**config.mk**
```make
export PLATFORM = sky130hd
export DESIGN_NAME = keypad_qty_counter
export DESIGN_NICKNAME = d
export VERILOG_FILES = /design/src/rtl/vm_keypad_pkg.sv /design/src/rtl/key_debounce.sv /design/src/rtl/keypad_qty_counter.sv
export SDC_FILE = /design/constraint.sdc
export NUM_CORES = 1
export LEC_CHECK = 0
export CORE_MARGIN = 2
export CORE_UTILIZATION = 45
export DETAILED_ROUTE_END_ITERATION = 8
export PLACE_DENSITY = 0.79
export SYNTH_ARGS = -nofsm -noshare
export SYNTH_HDL_FRONTEND = slang
export SYNTH_SLANG_ARGS = --single-unit
```
**constraint.sdc**
```tcl
create_clock -name clk -period 2.7 [get_ports clk]
set_input_delay 0.54 -clock clk [delete_from_list [all_inputs] [get_ports clk]]
set_output_delay 0.54 -clock clk [all_outputs]
set_load 0.01 [all_outputs]
```
**src/rtl/vm_keypad_pkg.sv**
```systemverilog
// Shared keypad definitions: key codes, debounce state encoding and quantity defaults.
package vm_keypad_pkg;

    localparam logic [3:0] KEY_COUNT   = 4'h1;
    localparam logic [3:0] KEY_NONE    = 4'h0;

    localparam int         MAX_QTY_DEF = 9;
    localparam int         QTY_W_DEF   = 4;

    typedef enum logic [1:0] {
        IDLE,
        DEB_ON,
        HELD,
        DEB_OFF
    } deb_state_e;

endpackage

```
**src/rtl/key_debounce.sv**
```systemverilog
// Debounces one key level. accept pulses (combinationally) on the sample that
// completes DEBOUNCE_CYCLES consecutive pressed samples; a held key never repeats.
module key_debounce
    import vm_keypad_pkg::*;
#(
    parameter int DEBOUNCE_CYCLES = 1_000_000,
    parameter int CNT_W           = 20
) (
    input  logic clk,
    input  logic reset,
    input  logic press,
    output logic accept
);

    localparam logic [CNT_W-1:0] CNT_LAST = CNT_W'(DEBOUNCE_CYCLES - 1);

    deb_state_e       state_q, state_d;
    logic [CNT_W-1:0] cnt_q, cnt_d;
    logic [CNT_W-1:0] cnt_inc;
    logic             reached;

    // The entry sample counts as the first stable one, so the level is accepted
    // when the incremented count hits the last index.
    assign cnt_inc = cnt_q + 1'b1;
    assign reached = (cnt_inc == CNT_LAST);

    always_ff @(posedge clk) begin
        if (reset) begin
            state_q <= IDLE;
            cnt_q   <= '0;
        end else begin
            state_q <= state_d;
            cnt_q   <= cnt_d;
        end
    end

    always_comb begin
        state_d = state_q;
        cnt_d   = cnt_q;
        accept  = 1'b0;
        unique case (state_q)
            IDLE: begin
                if (press) begin
                    state_d = DEB_ON;
                    cnt_d   = '0;
                end
            end
            DEB_ON: begin
                if (!press) begin
                    state_d = IDLE;
                end else if (reached) begin
                    state_d = HELD;
                    accept  = 1'b1;
                end else begin
                    cnt_d = cnt_inc;
                end
            end
            HELD: begin
                if (!press) begin
                    state_d = DEB_OFF;
                    cnt_d   = '0;
                end
            end
            DEB_OFF: begin
                if (press) begin
                    state_d = HELD;
                end else if (reached) begin
                    state_d = IDLE;
                end else begin
                    cnt_d = cnt_inc;
                end
            end
            default: begin
                state_d = IDLE;
                cnt_d   = '0;
            end
        endcase
    end

endmodule

```
**src/rtl/keypad_qty_counter.sv**
```systemverilog
// Turns debounced count-key presses into a saturating quantity and hands it to the
// vending controller over a valid/ready order handshake.
module keypad_qty_counter
    import vm_keypad_pkg::*;
#(
    parameter int DEBOUNCE_CYCLES = 1_000_000,
    parameter int CNT_W           = 20,
    parameter int MAX_QTY         = MAX_QTY_DEF,
    parameter int QTY_W           = QTY_W_DEF
) (
    input  logic             clk,
    input  logic             reset,
    input  logic [3:0]       key_value_count,
    input  logic             commit,
    input  logic             clear,
    input  logic             order_ready,
    output logic [QTY_W-1:0] qty,
    output logic             press_pulse,
    output logic             sat,
    output logic             order_valid,
    output logic [QTY_W-1:0] order_qty
);

    localparam logic [QTY_W-1:0] QTY_MAX = QTY_W'(MAX_QTY);

    logic             press;
    logic             accept;
    logic [QTY_W-1:0] qty_q, qty_d;
    logic [QTY_W-1:0] order_qty_q, order_qty_d;
    logic             order_valid_q, order_valid_d;
    logic             press_pulse_q, press_pulse_d;
    logic             sat_q, sat_d;

    assign press = (key_value_count == KEY_COUNT);

    key_debounce #(
        .DEBOUNCE_CYCLES(DEBOUNCE_CYCLES),
        .CNT_W          (CNT_W)
    ) u_deb (
        .clk   (clk),
        .reset (reset),
        .press (press),
        .accept(accept)
    );

    always_ff @(posedge clk) begin
        if (reset) begin
            qty_q         <= '0;
            order_qty_q   <= '0;
            order_valid_q <= 1'b0;
            press_pulse_q <= 1'b0;
            sat_q         <= 1'b0;
        end else begin
            qty_q         <= qty_d;
            order_qty_q   <= order_qty_d;
            order_valid_q <= order_valid_d;
            press_pulse_q <= press_pulse_d;
            sat_q         <= sat_d;
        end
    end

    // Pending order blocks everything but the handshake; a commit, even a refused
    // one, swallows a coincident press; clear zeroes but still reports the press.
    always_comb begin
        qty_d         = qty_q;
        order_qty_d   = order_qty_q;
        order_valid_d = order_valid_q;
        press_pulse_d = 1'b0;
        sat_d         = 1'b0;
        if (order_valid_q) begin
            if (order_ready) begin
                order_valid_d = 1'b0;
                qty_d         = '0;
            end
        end else if (commit) begin
            if (qty_q != '0) begin
                order_valid_d = 1'b1;
                order_qty_d   = qty_q;
            end
        end else if (clear) begin
            qty_d         = '0;
            press_pulse_d = accept;
        end else if (accept) begin
            press_pulse_d = 1'b1;
            if (qty_q < QTY_MAX) qty_d = qty_q + 1'b1;
            else                 sat_d = 1'b1;
        end
    end

    assign qty         = qty_q;
    assign press_pulse = press_pulse_q;
    assign sat         = sat_q;
    assign order_valid = order_valid_q;
    assign order_qty   = order_qty_q;

endmodule

```
==> impl_metrics.csv, run 1 <==
group,metric,value,unit
global_routing,grt_max_degree,23,
logic_synthesis,async_reset_ff_share,0,%
die,design.die.area,5149,um2
power,netSwitchingFraction,23.11,%
timing,post-route-period-util,97.85,%
die,io_pins,20,
global_routing,grt_util_all_layers,21.67,%
setup_path,cp.required,2.93,ns
placement,hpwl,3.863,mm
cells_and_area,drive_above_1_share,17.42,%
detailed_routing,post_drt_via_cell_ratio,5.804,
cts,clock-sinks,33,
placement,portBuffers,19,
die,chipWidth,71.76,um
power,p_switching,0.2071,mW
cells_and_area,mostFrequentLayoutCell,"buf_4",
setup_path,path_class,"register to register",
cells_and_area,diodes,0,
logic_synthesis,synth_flop_cell,"dfxtp_1",
setup_path,crit_start,"u_deb.cnt_q[1]",
cts,cts_buffers,5,
global_routing,grt_pass1_wl,8.949,mm
setup_path,crit_path_end_kind,"register",
cells_and_area,syn_to_final_growth,27.01,%
logic_synthesis,synth_top_area_cell,"dfxtp_1",
hold_path,hold_start,"order_qty[1]",
timing,maxSlewHeadroom,69.40,%
timing,min_period,2.642,ns
power,cellLeakagePower,0.9268,nW
hold_path,holdCritPathClass,"register to register",
setup_path,crit_family,"simple AND/OR/NAND/NOR gates",
timing,tightest_slew,0.4585,ns
cts,cts-root-buf,"clkbuf_8",
die,initial_core_util,47.12,%
global_routing,antenna_found_initial,0,
power,power_frac_clock,40.0,%
timing,tns,0,ns
global_routing,first_global_vias,1950,
cells_and_area,layout.nets,322,
detailed_routing,first_pass_iters,4,
power,seqPwrFrac,54.3,%
power,powerDensity,341.6,nW/um2
power,finalPower,0.8962,mW
logic_synthesis,synth_nets,283,
logic_synthesis,ys_warn_count,0,
power,p_int,0.6891,mW
logic_synthesis,syn_area_per_cell,7.651,um2
logic_synthesis,synth.cell_area,2066,um2
detailed_routing,finalWirelength,5.398,mm
timing,setup_violations,0,
logic_synthesis,synth-seq-cells,33,
logic_synthesis,synth-edff-count,0,
setup_path,crit_buf_inv,0,
detailed_routing,drtIter0Drc,101,
logic_synthesis,seq_area_frac_synth,31.98,%
detailed_routing,post_drt_wl_per_cell,14.91,um
placement,dp_slack,-0.05536,ns
timing,hold_viol,0,
job,maxCapViolCount,0,
placement,dpl_cell_area,2505,um2
cts,htreeDepth,2,
setup_path,worstPathArrival,2.87,ns
cts,insertion_delay,0.28,ns
setup_path,path_cells,"ha_2 -> nand4_1 -> or4_4 -> or3_4 -> a22o_4 -> or3_4 -> nor3b_4 -> a41o_1",
setup_path,slowest_stage,"or4_4",
run_status,outcome,"finished clean",
logic_synthesis,synth_top_area_share,31.98,%
cts,cts_tree,"yes",
cells_and_area,utilization,59.85,%
power,p_comb_share,5.7,%
die,core,4384,um2
timing,max_freq,378.5,MHz
detailed_routing,ant_nets,0,
cts,clk_pin_slew,0.07,ns
timing,maxSlewViolCount,0,
cts,cts_buffer_depth,2,
cts,postCtsHoldBufs,0,
placement,dp_cells,354,
detailed_routing,vias,2101,
power,peakVddDrop,329.4,uV
logic_synthesis,synth.area.top_cells,"dfxtp_1 32%, nand2_1 5.1%, nor2_1 4.5%",
cells_and_area,fin_area,2624,um2
detailed_routing,drc,0,
timing,holdWs,0.4996,ns
logic_synthesis,syn_inst,270,
logic_synthesis,ys_types,56,
placement,routabilityCongestion,0.9264,
setup_path,slowest_delay,0.45,ns
die,die_h,71.76,um
global_routing,globalRouteOverflowTotal,0,
setup_path,critPathMaxFanout,4,
setup_path,crit_path_frequent_cell,"or3_4",
timing,skew,0.007805,ns
setup_path,r2r_start,"u_deb.cnt_q[1]",
die,rows,24,
cells_and_area,instances_no_fill,362,
setup_path,cp-start-kind,"register",
cells_and_area,layout.cells.most_common_list,"31 x buf_4, 30 x dfxtp_1, 28 x nand2_1, 25 x nor2_1, 19 x clkdlybuf4s50_1",
timing,setup_slack,0.05802,ns
## state kept, by name, summed over array words and instances, names as in the netlist, named ones only
name           cells
qty                4
u_deb.cnt_q       20
u_deb.state_q      1
order_valid        1
sat                1
press_pulse        1
order_qty          4
## synth_stat cells, drive strengths merged (3+ instances only)
cell type / n
nand3: 17
nand4: 10
a31oi: 3
or4: 5
o21ai: 14
nor3: 11
buf: 5
o31ai: 3
inv: 13
and3: 4
dfxtp: 33
ha: 4
mux2i: 9
nand3b: 3
nand2: 28
nor2: 25
xnor2: 4
clkbuf: 14
nand2b: 3
nor2b: 3
a21oi: 16
or3: 7
## power by group through the flow
stage	logic (mW)	clock network, mW	registers (mW)
after floorplan	0.0245	0	0.498
after global placement	0.0493	0	0.498
after detailed placement	0.0495	0	0.498
after CTS	0.0501	0.367	0.487
after global routing	0.0559	0.389	0.486
final	0.0512	0.358	0.487
## worst register-to-register path, cell delays in order (launching register included)
cell     delay (ns)
dfxtp_2        0.34
ha_2           0.18
nand4_1        0.13
or4_4          0.45
or3_4          0.39
a22o_4         0.26
or3_4          0.43
nor3b_4        0.22
a41o_1         0.19
## layout make-up
type / count / area, um2
timing repair buffer: 51 / 442.9
fill: 428 / 1760
inverter: 13 / 48.80
clock buffer: 6 / 72.57
tap: 52 / 65.06
multi-input combinational: 205 / 1320
sequential: 33 / 664.4
clock inverter: 2 / 10.01
## worst paths after layout
check                                     to  slack [ns]  depth (start not counted)
worst max-delay path                  qty[2]        0.06                          8
worst min-delay path            order_qty[1]        0.50                          2
worst max register to register        qty[2]        0.06                          8
worst min register to register  order_qty[1]        0.50                          2
## repair_timing
action                     in CTS  in global routing
resized for setup               0                  8
setup buffers                   0                  0
setup endpoints to repair       0                  8
## per-layer routing
| layer | GRT usage, % | part of all wire (%) | vias to the layer above |
|---|---|---|---|
| li1 | - | - | 1057 |
| met1 | 28.07 | 44 | 971 |
| met2 | 36.93 | 48 | 65 |
| met3 | 4.360 | 6.3 | 8 |
| met4 | 5.451 | 1.1 | 0 |
| met5 | 0 | 0 | - |
## cells by family (layout without fill, tap and decap cells)
group / Yosys count / after routing / synth area share (%)
and+or+nand+nor: 129 / 129 / 34.40
AOI/OAI and AO/OA: 57 / 57 / 18.11
xor gates and xnor gates: 6 / 6 / 2.544
adders and majority gates: 4 / 4 / 2.423
buffers and inverters: 32 / 72 / 6.178
muxes: 9 / 9 / 4.361
DFF: 33 / 33 / 31.98
Power figures use the tool's default switching activity.
==> run 2: changes to the inputs <==
- CTS_CLUSTER_SIZE: not set -> 12
==> results of run 2 <==
Final layout, timing and power as in run 1 (identical DEF).
==> run 3: changes to the inputs <==
- SLEW_MARGIN: not set -> 10
==> results of run 3 <==
Final layout, timing and power as in run 1 (identical DEF).
